$ cat src/rtl/dl1_line_adapter.sv
// Miss handler between the 2-way DataL1 cache and the memory word bus: dirty-victim writeback then line fill.
// Optional miss/writeback counters are built only when DL1_PERF_CNT_EN is defined.
module dl1_line_adapter #(
  parameter int unsigned ADDR_SIZE      = 32,
  parameter int unsigned WORD_SIZE      = 32,
  parameter int unsigned WORDS_PER_LINE = 8
) (
  input  logic                 clk,
  input  logic                 reset,
  input  logic                 cpu_re,
  input  logic                 cpu_we,
  input  logic [ADDR_SIZE-1:0] cpu_addr,
  input  logic                 cache_hit,
  input  logic                 cache_dirty,
  input  logic [ADDR_SIZE-1:0] cache_aout,
  input  logic [WORD_SIZE-1:0] cache_dout,
  output logic                 cache_owns,
  output logic [ADDR_SIZE-1:0] cache_addr,
  output logic                 cache_we_cache,
  output logic [WORD_SIZE-1:0] cache_data,
  output logic                 stall,
  output logic                 mem_req,
  output logic                 mem_we,
  output logic [ADDR_SIZE-1:0] mem_addr,
  output logic [WORD_SIZE-1:0] mem_wdata,
  input  logic [WORD_SIZE-1:0] mem_rdata,
  input  logic                 mem_ack,
  output logic [31:0]          miss_cnt,
  output logic [31:0]          wb_cnt
);

  localparam int unsigned WIDX_W = $clog2(WORDS_PER_LINE);
  localparam logic [ADDR_SIZE-1:0] OFF_MASK = ADDR_SIZE'(WORDS_PER_LINE * 4 - 1);
  localparam logic [WIDX_W-1:0] WIDX_LAST = WIDX_W'(WORDS_PER_LINE - 1);

  typedef enum logic [2:0] {
    IDLE     = 3'd0,
    WB_RD    = 3'd1,
    WB_REQ   = 3'd2,
    FILL_REQ = 3'd3,
    FILL_WR  = 3'd4
  } state_t;

  state_t                state_q, state_d;
  logic [WIDX_W-1:0]     widx_q, widx_d;
  logic [ADDR_SIZE-1:0]  line_base_q, line_base_d;
  logic [ADDR_SIZE-1:0]  vict_base_q, vict_base_d;
  logic [WORD_SIZE-1:0]  wbuf_q, wbuf_d;
  logic [WORD_SIZE-1:0]  fbuf_q, fbuf_d;

  logic [ADDR_SIZE-1:0]  word_off;
  logic [ADDR_SIZE-1:0]  vict_addr;
  logic [ADDR_SIZE-1:0]  line_addr;
  logic                  miss;
  logic                  widx_last;

  assign word_off  = ADDR_SIZE'({widx_q, 2'b00});
  assign vict_addr = vict_base_q + word_off;
  assign line_addr = line_base_q + word_off;
  assign miss      = (cpu_re | cpu_we) & ~cache_hit;
  assign widx_last = (widx_q == WIDX_LAST);

  // Stall covers the miss cycle itself, before the FSM has left IDLE.
  assign stall = (state_q != IDLE) | miss;

  always_ff @(posedge clk) begin
    if (reset) begin
      state_q     <= IDLE;
      widx_q      <= '0;
      line_base_q <= '0;
      vict_base_q <= '0;
      wbuf_q      <= '0;
      fbuf_q      <= '0;
    end else begin
      state_q     <= state_d;
      widx_q      <= widx_d;
      line_base_q <= line_base_d;
      vict_base_q <= vict_base_d;
      wbuf_q      <= wbuf_d;
      fbuf_q      <= fbuf_d;
    end
  end

  always_comb begin
    state_d     = state_q;
    widx_d      = widx_q;
    line_base_d = line_base_q;
    vict_base_d = vict_base_q;
    wbuf_d      = wbuf_q;
    fbuf_d      = fbuf_q;
    unique case (state_q)
      IDLE: begin
        if (miss) begin
          line_base_d = cpu_addr & ~OFF_MASK;
          vict_base_d = cache_aout;
          widx_d      = '0;
          state_d     = cache_dirty ? WB_RD : FILL_REQ;
        end
      end
      WB_RD: begin
        wbuf_d  = cache_dout;
        state_d = WB_REQ;
      end
      WB_REQ: begin
        if (mem_ack) begin
          if (widx_last) begin
            widx_d  = '0;
            state_d = FILL_REQ;
          end else begin
            widx_d  = widx_q + WIDX_W'(1);
            state_d = WB_RD;
          end
        end
      end
      FILL_REQ: begin
        if (mem_ack) begin
          fbuf_d  = mem_rdata;
          state_d = FILL_WR;
        end
      end
      FILL_WR: begin
        // Valid is set by the cache on the last word, so order must stay ascending.
        if (widx_last) begin
          state_d = IDLE;
        end else begin
          widx_d  = widx_q + WIDX_W'(1);
          state_d = FILL_REQ;
        end
      end
      default: state_d = IDLE;
    endcase
  end

  always_comb begin
    cache_owns     = (state_q != IDLE);
    cache_addr     = '0;
    cache_we_cache = 1'b0;
    cache_data     = '0;
    mem_req        = 1'b0;
    mem_we         = 1'b0;
    mem_addr       = '0;
    mem_wdata      = '0;
    unique case (state_q)
      WB_RD:    cache_addr = vict_addr;
      WB_REQ: begin
        mem_req   = 1'b1;
        mem_we    = 1'b1;
        mem_addr  = {vict_addr[ADDR_SIZE-1:2], 2'b00};
        mem_wdata = wbuf_q;
      end
      FILL_REQ: begin
        mem_req  = 1'b1;
        mem_addr = {line_addr[ADDR_SIZE-1:2], 2'b00};
      end
      FILL_WR: begin
        cache_we_cache = 1'b1;
        cache_addr     = line_addr;
        cache_data     = fbuf_q;
      end
      default: ;
    endcase
  end

`ifdef DL1_PERF_CNT_EN
  logic [31:0] miss_cnt_q;
  logic [31:0] wb_cnt_q;
  logic        miss_start;
  logic        wb_start;

  assign miss_start = (state_q == IDLE) && (state_d != IDLE);
  assign wb_start   = (state_q == IDLE) && (state_d == WB_RD);

  // Saturating event counters.
  always_ff @(posedge clk) begin
    if (reset) begin
      miss_cnt_q <= '0;
      wb_cnt_q   <= '0;
    end else begin
      if (miss_start && (miss_cnt_q != 32'hFFFF_FFFF)) miss_cnt_q <= miss_cnt_q + 32'd1;
      if (wb_start && (wb_cnt_q != 32'hFFFF_FFFF))     wb_cnt_q   <= wb_cnt_q + 32'd1;
    end
  end

  assign miss_cnt = miss_cnt_q;
  assign wb_cnt   = wb_cnt_q;
`else
  assign miss_cnt = 32'd0;
  assign wb_cnt   = 32'd0;
`endif

endmodule
$ cat config.mk
export PLATFORM = sky130hd
export DESIGN_NAME = dl1_line_adapter
export DESIGN_NICKNAME = d
export VERILOG_FILES = /design/src/rtl/dl1_line_adapter.sv
export SDC_FILE = /design/constraint.sdc
export NUM_CORES = 1
export LEC_CHECK = 0
export CORE_MARGIN = 1
export CORE_UTILIZATION = 41
export CTS_CLUSTER_SIZE = 30
export DETAILED_ROUTE_END_ITERATION = 10
export PLACE_DENSITY = 0.81
export SLEW_MARGIN = 20
export SYNTH_ARGS = -nofsm -noshare
export SYNTH_HDL_FRONTEND = slang
export SYNTH_SLANG_ARGS = --single-unit
$ cat constraint.sdc
create_clock -name clk -period 3.1 [get_ports clk]
set_clock_uncertainty 0.15 [all_clocks]
set_input_delay 0.62 -clock clk [delete_from_list [all_inputs] [get_ports clk]]
set_output_delay 0.62 -clock clk [all_outputs]
set_load 0.02 [all_outputs]
==> results.cfg, run 1 <==
[run_status]
status = complete, but fails checks
violated_checks = negative setup slack

[floorplanning]
fp-row-count = 47
design.core.area_um2 = 16470
area_of_the_die_um2 = 17330
fp.dieH_um = 131.6
floorplan.initialDensity_pct = 41.84
pin_count = 332
die_outline_width_um = 131.6

[sta]
hold_viol = 0
timing.final.ws_setup_ps = -186.5
worst-slew-pin-transition_ps = 602.5
report.final.slew_viol_count = 0
timing.max_slew.rel_slack_pct = 59.74
fin_hold_ws_ps = 297.4
fmaxAchievable_mhz = 304.3
rsz0062_at_grt = true
period_share_pct = 106.0
final_period_minus_worst_setup_slack_ps = 3287
final-setup-viol-count = 10
fin_tns_setup_ps = -1367

[routing]
drt_iter0_drc = 484
dr_total_vias = 7240
route.antenna.remaining_nets = 0
detail_route.first_pass.iterations = 5
detail_route.wirelength_um = 22580
detail_routed_net_length_per_standard_cell_um = 15.59
vias_per_cell = 5.000
drc = 0

[final_layout]
utilization_pct = 64.25
layout_common_cells = 277 x sky130_fd_sc_hd__nand2_1, 192 x sky130_fd_sc_hd__clkdlybuf4s50_1, 142 x sky130_fd_sc_hd__a21oi_1, 119 x sky130_fd_sc_hd__dfxtp_1
areaGrowthSynthToFinish_pct = 53.56
insertedDiodeCount = 0
layout_commonest_cell = sky130_fd_sc_hd__nand2_1
final_net_count = 1356
fillers = 1391
share_of_final_layout_standard_cells_stronger_than_drive_strength_1_pct = 16.78

[yosys]
netlist_area_um2 = 6889
syn_inst = 947
synth-edff-count = 0
sequential_element_share_of_the_synthesized_area_pct = 37.49
synthDistinctLibCells = 54
async_reset_ff_share_pct = 0
post_synthesis_register_bit_count = 129
synth-warning-count = 0
syn_area_per_cell_um2 = 7.275
synth_flop_cell = sky130_fd_sc_hd__dfxtp_1

[min_path]
hold_class = register to register

[pwr]
netSwitchingFraction_pct = 29.26
comb_power_share_pct = 21.8
clock_share_of_power_pct = 41.1
switchingPower_uw = 1458
internal_power_uw = 3525
vdd_ir_drop_max_mv = 0.3815
power.share.sequential_pct = 37.1
p_leak_uw = 0.004414
power_density_nw_per_um2 = 470.9

[clock_tree]
path_clk_slew_ps = 60
cts_max_path_buffers = 2
deepest_level_of_the_cts_h_tree = 4
cts_tree = done
numCtsBuffers = 17
clk_root_buffer_cell = sky130_fd_sc_hd__clkbuf_16
clk-insertion-delay-late_ps = 410
cts.sink_count = 129

[setup_path]
cp-start-kind = register
timing.critical_path.fanout_max = 3
worstPathArrival_ps = 2520
critPathCaptureType = output pin
worstSetupPathType = register to output pin
critPathRequiredTime_ps = 2330
r2r_slack_ps = 600

[place]
place_congestion = 0.8547
port_buffers = 260
dp.final_hpwl_um = 15010

[global_route]
grt_max_degree = 72
grt_pass1_wl_um = 34350
first_global_vias = 6692
grt_usage_pct = 25.08
grt_overflow_total = 0
grt_antenna_before_repair = 0

[flow_run]
drv_cap = 0
-- power by group through the flow --
| stage | sequential (uW) | clock [uW] | combinational, uW |
|---|---|---|---|
| after floorplan | 1860 | 0 | 648 |
| after global placement | 1870 | 0 | 1040 |
| after detailed placement | 1870 | 0 | 1050 |
| after CTS | 1840 | 2080 | 1050 |
| after global routing | 1860 | 2160 | 1180 |
| final | 1850 | 2050 | 1080 |
-- stage by stage --
stage | setup WS [ps] | std cells | instance area, um2 | power [uW]
floorplan | 349.2 | 1012 | 7133 | 2508
global placement | -255.1 | 1407 | 9656 | 2912
detailed placement | -275.0 | 1407 | 9656 | 2924
CTS | -226.3 | 1445 | 10320 | 4977
global route | -244.3 | 1448 | 10580 | 5191
finish | -186.5 | 1448 | 10580 | 4982
-- synth_stat cells (2+ instances only) --
| cell type | instances | area (um2) |
|---|---|---|
| sky130_fd_sc_hd__nand2_1 | 280 | 1051 |
| sky130_fd_sc_hd__a21oi_1 | 146 | 730.7 |
| sky130_fd_sc_hd__dfxtp_1 | 129 | 2582 |
| sky130_fd_sc_hd__buf_4 | 68 | 510.5 |
| sky130_fd_sc_hd__clkbuf_1 | 53 | 198.9 |
| sky130_fd_sc_hd__and3_1 | 38 | 237.7 |
| sky130_fd_sc_hd__and2_1 | 35 | 219.0 |
| sky130_fd_sc_hd__o21ai_0 | 33 | 165.2 |
| sky130_fd_sc_hd__nor2_1 | 22 | 82.58 |
| sky130_fd_sc_hd__xnor2_1 | 20 | 175.2 |
| sky130_fd_sc_hd__o21ai_1 | 14 | 70.07 |
| sky130_fd_sc_hd__buf_2 | 11 | 55.05 |
| sky130_fd_sc_hd__nor3_1 | 8 | 40.04 |
| sky130_fd_sc_hd__xor2_1 | 8 | 70.07 |
| sky130_fd_sc_hd__a22o_1 | 7 | 61.31 |
| sky130_fd_sc_hd__nand3_1 | 6 | 30.03 |
| sky130_fd_sc_hd__and4_1 | 5 | 43.79 |
| sky130_fd_sc_hd__ha_1 | 5 | 62.56 |
| sky130_fd_sc_hd__inv_1 | 5 | 18.77 |
| sky130_fd_sc_hd__nand4_1 | 5 | 31.28 |
| sky130_fd_sc_hd__mux2i_1 | 4 | 40.04 |
| sky130_fd_sc_hd__a211oi_1 | 3 | 22.52 |
| sky130_fd_sc_hd__inv_2 | 3 | 11.26 |
| sky130_fd_sc_hd__nand2b_1 | 3 | 18.77 |
| sky130_fd_sc_hd__o21ba_1 | 3 | 30.03 |
| sky130_fd_sc_hd__a21o_1 | 2 | 15.01 |
| sky130_fd_sc_hd__buf_1 | 2 | 7.510 |
| sky130_fd_sc_hd__nor3_2 | 2 | 20.02 |
| sky130_fd_sc_hd__nor3b_2 | 2 | 25.02 |
-- registers in the layout, indices dropped and copies added, names as in the netlist --
| signal | cells |
|---|---|
| state_q | 3 |
| line_base_q | 27 |
| fbuf_q | 32 |
| wbuf_q | 32 |
| widx_q | 3 |
| vict_base_q | 32 |
-- final timing paths --
| kind | start | end | depth (start not counted) |
|---|---|---|---|
| max reg2reg | state_q[0]$_SDFFE_PP0P_ | vict_base_q[31]$_SDFFE_PP0P_ | 7 |
| max | widx_q[0]$_SDFFE_PP0P_ | mem_addr[14] | 11 |
| min reg2reg | fbuf_q[0]$_SDFFE_PP0P_ | fbuf_q[0]$_SDFFE_PP0P_ | 2 |
| min | fbuf_q[0]$_SDFFE_PP0P_ | fbuf_q[0]$_SDFFE_PP0P_ | 2 |
-- worst max-delay path: stages (launching register included) --
cell and delay [ps]:
sky130_fd_sc_hd__dfxtp_4 350, sky130_fd_sc_hd__ha_4 160, sky130_fd_sc_hd__fa_2 350, sky130_fd_sc_hd__a21o_4 250, sky130_fd_sc_hd__nor4b_4 140, sky130_fd_sc_hd__buf_4 150, sky130_fd_sc_hd__buf_6 120, sky130_fd_sc_hd__nand2_4 70
sky130_fd_sc_hd__xor2_4 180, sky130_fd_sc_hd__buf_4 140, sky130_fd_sc_hd__a21oi_2 40, sky130_fd_sc_hd__buf_6 150
-- area by class of cell --
| type | instances | area (um2) | area share (%) |
|---|---|---|---|
| Clock buffer | 23 | 467.9 | 4.423 |
| Clock inverter | 9 | 130.1 | 1.230 |
| Inverter | 8 | 43.79 | 0.4140 |
| Tap cell | 220 | 275.3 | 2.602 |
| Multi-Input combinational cell | 740 | 4059 | 38.37 |
| Timing Repair Buffer | 319 | 3000 | 28.36 |
| Sequential cell | 129 | 2603 | 24.60 |
-- logic make-up (layout without fill, tap and decap cells) --
kind of cell	after synthesis	after routing	share of synthesized area (%)
fa+ha+maj	6	6	1.199
compound gates	216	216	16.82
buf+inv	143	359	11.81
simple gates	419	419	28.33
mux	5	5	0.7447
other cells	1	66	0.05443
flops	129	129	37.49
xor+xnor	28	28	3.560
-- layer usage --
| layer | routed length (um) | GRT usage [%] |
|---|---|---|
| met5 | 0 | 0 |
| met4 | 522 | 10.27 |
| met3 | 1786 | 7.215 |
| met2 | 11350 | 43.27 |
| met1 | 8919 | 28.92 |
-- timing repair --
action | in CTS | in global routing
pin swaps | 19 | 42
buffers inserted | 7 | 3
resized for setup | 207 | 128
setup endpoints to repair | 88 | 109
hold buffers | 0 | 0
No activity file was read; power rests on OpenSTA's default activity.
==> inputs of run 2 (changes only) <==
CORE_UTILIZATION = 42   (was 41)
CTS_BUF_LIST = sky130_fd_sc_hd__clkbuf_4   (was default)
PLACE_DENSITY = 0.82   (was 0.81)
==> run 2 against run 1 <==
The run still ends with negative setup slack left; setup slack got worse by 45 ps; clock-buffer cell count fell by 5; hold slack improved by 9.1 ps; wire length rose by 2.5%; first-iteration DRC count fell by 18%; final cell count did not move; sequential cell count did not move; critical endpoint is now cache_addr[22].
==> results.cfg, run 2 (synthesis gave the netlist of run 1 again) <==
[run_status]
status = complete, but fails checks
violated_checks = negative setup slack

[clock_tree]
cts_max_path_buffers = 2
cts_hold_buf = 0
cts_tree = done
numCtsBuffers = 17
path_clk_slew_ps = 120
deepest_level_of_the_cts_h_tree = 4
clk-insertion-delay-late_ps = 570
cts.sink_count = 129
clk_root_buffer_cell = sky130_fd_sc_hd__clkbuf_4

[setup_path]
cp-start-kind = register
worst_path_largest_cell_delay_ps = 360
critPathRequiredTime_ps = 2330
cp.depth = 9
reg2reg_to = vict_base_q[18]$_SDFFE_PP0P_
critPathSlowestCell = sky130_fd_sc_hd__dfxtp_2
rr_startpoint = state_q[0]$_SDFFE_PP0P_
r2r_depth = 7
worstPathBufferInverterCount = 2
cp_cell_sequence = ha_4 -> fa_2 -> a21o_4 -> nor4b_4 -> buf_6 -> nand3_1 -> xor2_1 -> o21ai_1 -> buf_2
timing.critical_path.fanout_max = 6
worstSetupPathType = register to output pin
path_delay_family = adder cells
critPathCaptureType = output pin
worstPathArrival_ps = 2560
r2r_slack_ps = 980

[min_path]
hold_end = fbuf_q[25]$_SDFFE_PP0P_
hold_start = fbuf_q[25]$_SDFFE_PP0P_
hold_class = register to register
hold_path_depth = 2

[sta]
timing.max_slew.rel_slack_pct = 55.56
final-setup-viol-count = 39
period_share_pct = 107.5
fmaxAchievable_mhz = 300.1
rsz0062_at_grt = true
hold_viol = 0
worst-slew-pin-transition_ps = 666.6
report.final.slew_viol_count = 0
final_period_minus_worst_setup_slack_ps = 3332
fin_tns_setup_ps = -4740
timing.final.ws_setup_ps = -231.9

[routing]
detail_routed_net_length_per_standard_cell_um = 15.99
drc = 0
route.antenna.remaining_nets = 0
detail_route.wirelength_um = 23150
drt_iter0_drc = 399
vias_per_cell = 5.024
dr_total_vias = 7275
detail_route.first_pass.iterations = 5

[global_route]
grt_usage_pct = 26.04
grt_pass1_wl_um = 33630
grt_overflow_total = 0
first_global_vias = 6653
grt_antenna_before_repair = 0
grt_max_degree = 60

[place]
place_congestion = 0.9022
dp.final_hpwl_um = 15300
place_area_um2 = 9598
port_buffers = 260

[flow_run]
drv_cap = 0

[floorplanning]
design.core.area_um2 = 15940
fp-row-count = 46
area_of_the_die_um2 = 16920
fp.dieH_um = 130.1
die_outline_width_um = 130.1
floorplan.initialDensity_pct = 43.21
pin_count = 332

[final_layout]
insertedDiodeCount = 0
final_net_count = 1360
share_of_final_layout_standard_cells_stronger_than_drive_strength_1_pct = 19.72
fillers = 1360
layout_commonest_cell = sky130_fd_sc_hd__nand2_1
layout_common_cells = 277 x sky130_fd_sc_hd__nand2_1, 140 x sky130_fd_sc_hd__a21oi_1, 134 x sky130_fd_sc_hd__clkdlybuf4s50_1, 112 x sky130_fd_sc_hd__dfxtp_1, 76 x sky130_fd_sc_hd__buf_4
reg_top3 = fbuf_q x32, vict_base_q x32, wbuf_q x32
areaGrowthSynthToFinish_pct = 54.45
stdcell_area_um2 = 10640

[pwr]
power_density_nw_per_um2 = 411.4
p_leak_uw = 0.005068
vdd_ir_drop_max_mv = 0.2442
## run 2: changes by cell type in the layout (fill, tap and decap cells not counted), moves of 10 or more
| cell | before | now |
|---|---|---|
| sky130_fd_sc_hd__clkdlybuf4s50_1 | 192 | 134 |
| sky130_fd_sc_hd__clkbuf_4 | 1 | 18 |
| sky130_fd_sc_hd__buf_4 | 66 | 76 |
| sky130_fd_sc_hd__clkbuf_16 | 17 | 0 |
| sky130_fd_sc_hd__dlymetal6s2s_1 | 10 | 32 |
| sky130_fd_sc_hd__dlygate4sd2_1 | 4 | 38 |
## run 2: area by class of cell
type | count | area, um2 | area share [%]
Clock buffer | 18 | 135.1 | 1.270
Timing Repair Buffer | 323 | 3126 | 29.37
Clock inverter | 14 | 212.7 | 1.999
Inverter | 8 | 32.53 | 0.3057
Sequential cell | 129 | 2619 | 24.61
Tap cell | 216 | 270.3 | 2.540
Multi-Input combinational cell | 740 | 4245 | 39.90
## run 2: worst max path at each step
| stage | start | to | slack [ps] |
|---|---|---|---|
| after floorplan | widx_q[0]$_SDFFE_PP0P_ | cache_addr[12] | 350 |
| after global placement | vict_base_q[2]$_SDFFE_PP0P_ | cache_addr[18] | -140 |
| after detailed placement | widx_q[0]$_SDFFE_PP0P_ | cache_addr[24] | -200 |
| after CTS | widx_q[0]$_SDFFE_PP0P_ | mem_addr[26] | -240 |
| after global routing | vict_base_q[2]$_SDFFE_PP0P_ | cache_addr[22] | -330 |
| final | widx_q[0]$_SDFFE_PP0P_ | cache_addr[22] | -230 |
## run 2: worst min-delay path, stage by stage (launching register included)
cell,delay [ps]
sky130_fd_sc_hd__dfxtp_1,320
sky130_fd_sc_hd__nand2_1,50
sky130_fd_sc_hd__a21oi_1,50
## run 2: stage by stage
stage / instances / utilization [%] / worst slack [ps] / power [uW] / hold WS [ps]
after floorplan: 1012 / - / 349.2 / 2508 / 281.7
after detailed placement: 1394 / 60.20 / -204.3 / 2926 / 292.1
final: 1448 / 66.74 / -231.9 / 4377 / 306.5
after CTS: 1436 / 63.62 / -243.0 / 4346 / 308.5
after global placement: 1394 / 60.20 / -142.2 / 2910 / 286.5
after global routing: 1448 / 66.74 / -331.9 / 4580 / 327.1
## run 2: what timing repair did
item / CTS / global route
endpoints found under the setup margin: 124 / 89
endpoints found under the hold margin: 0 / 0
setup buffers: 9 / 12
gates cloned: 2 / 0
resized for setup: 360 / 117
pin swaps: 38 / 43
## run 2: metal layers
metal	GRT usage (%)	routed length, um	vias to the layer above
met2	45.21	11610	304
met5	0	0	-
met3	7.995	1618	55
met1	29.57	9127	3372
li1	-	-	3544
met4	10.88	794	0
## run 2: power by group
group | internal [uW] | switching [uW] | total, uW | leakage (uW)
Clock | 730 | 689 | 1420 | 0.000188
Combinational | 458 | 641 | 1100 | 0.00382
Sequential | 1770 | 92.8 | 1860 | 0.00106
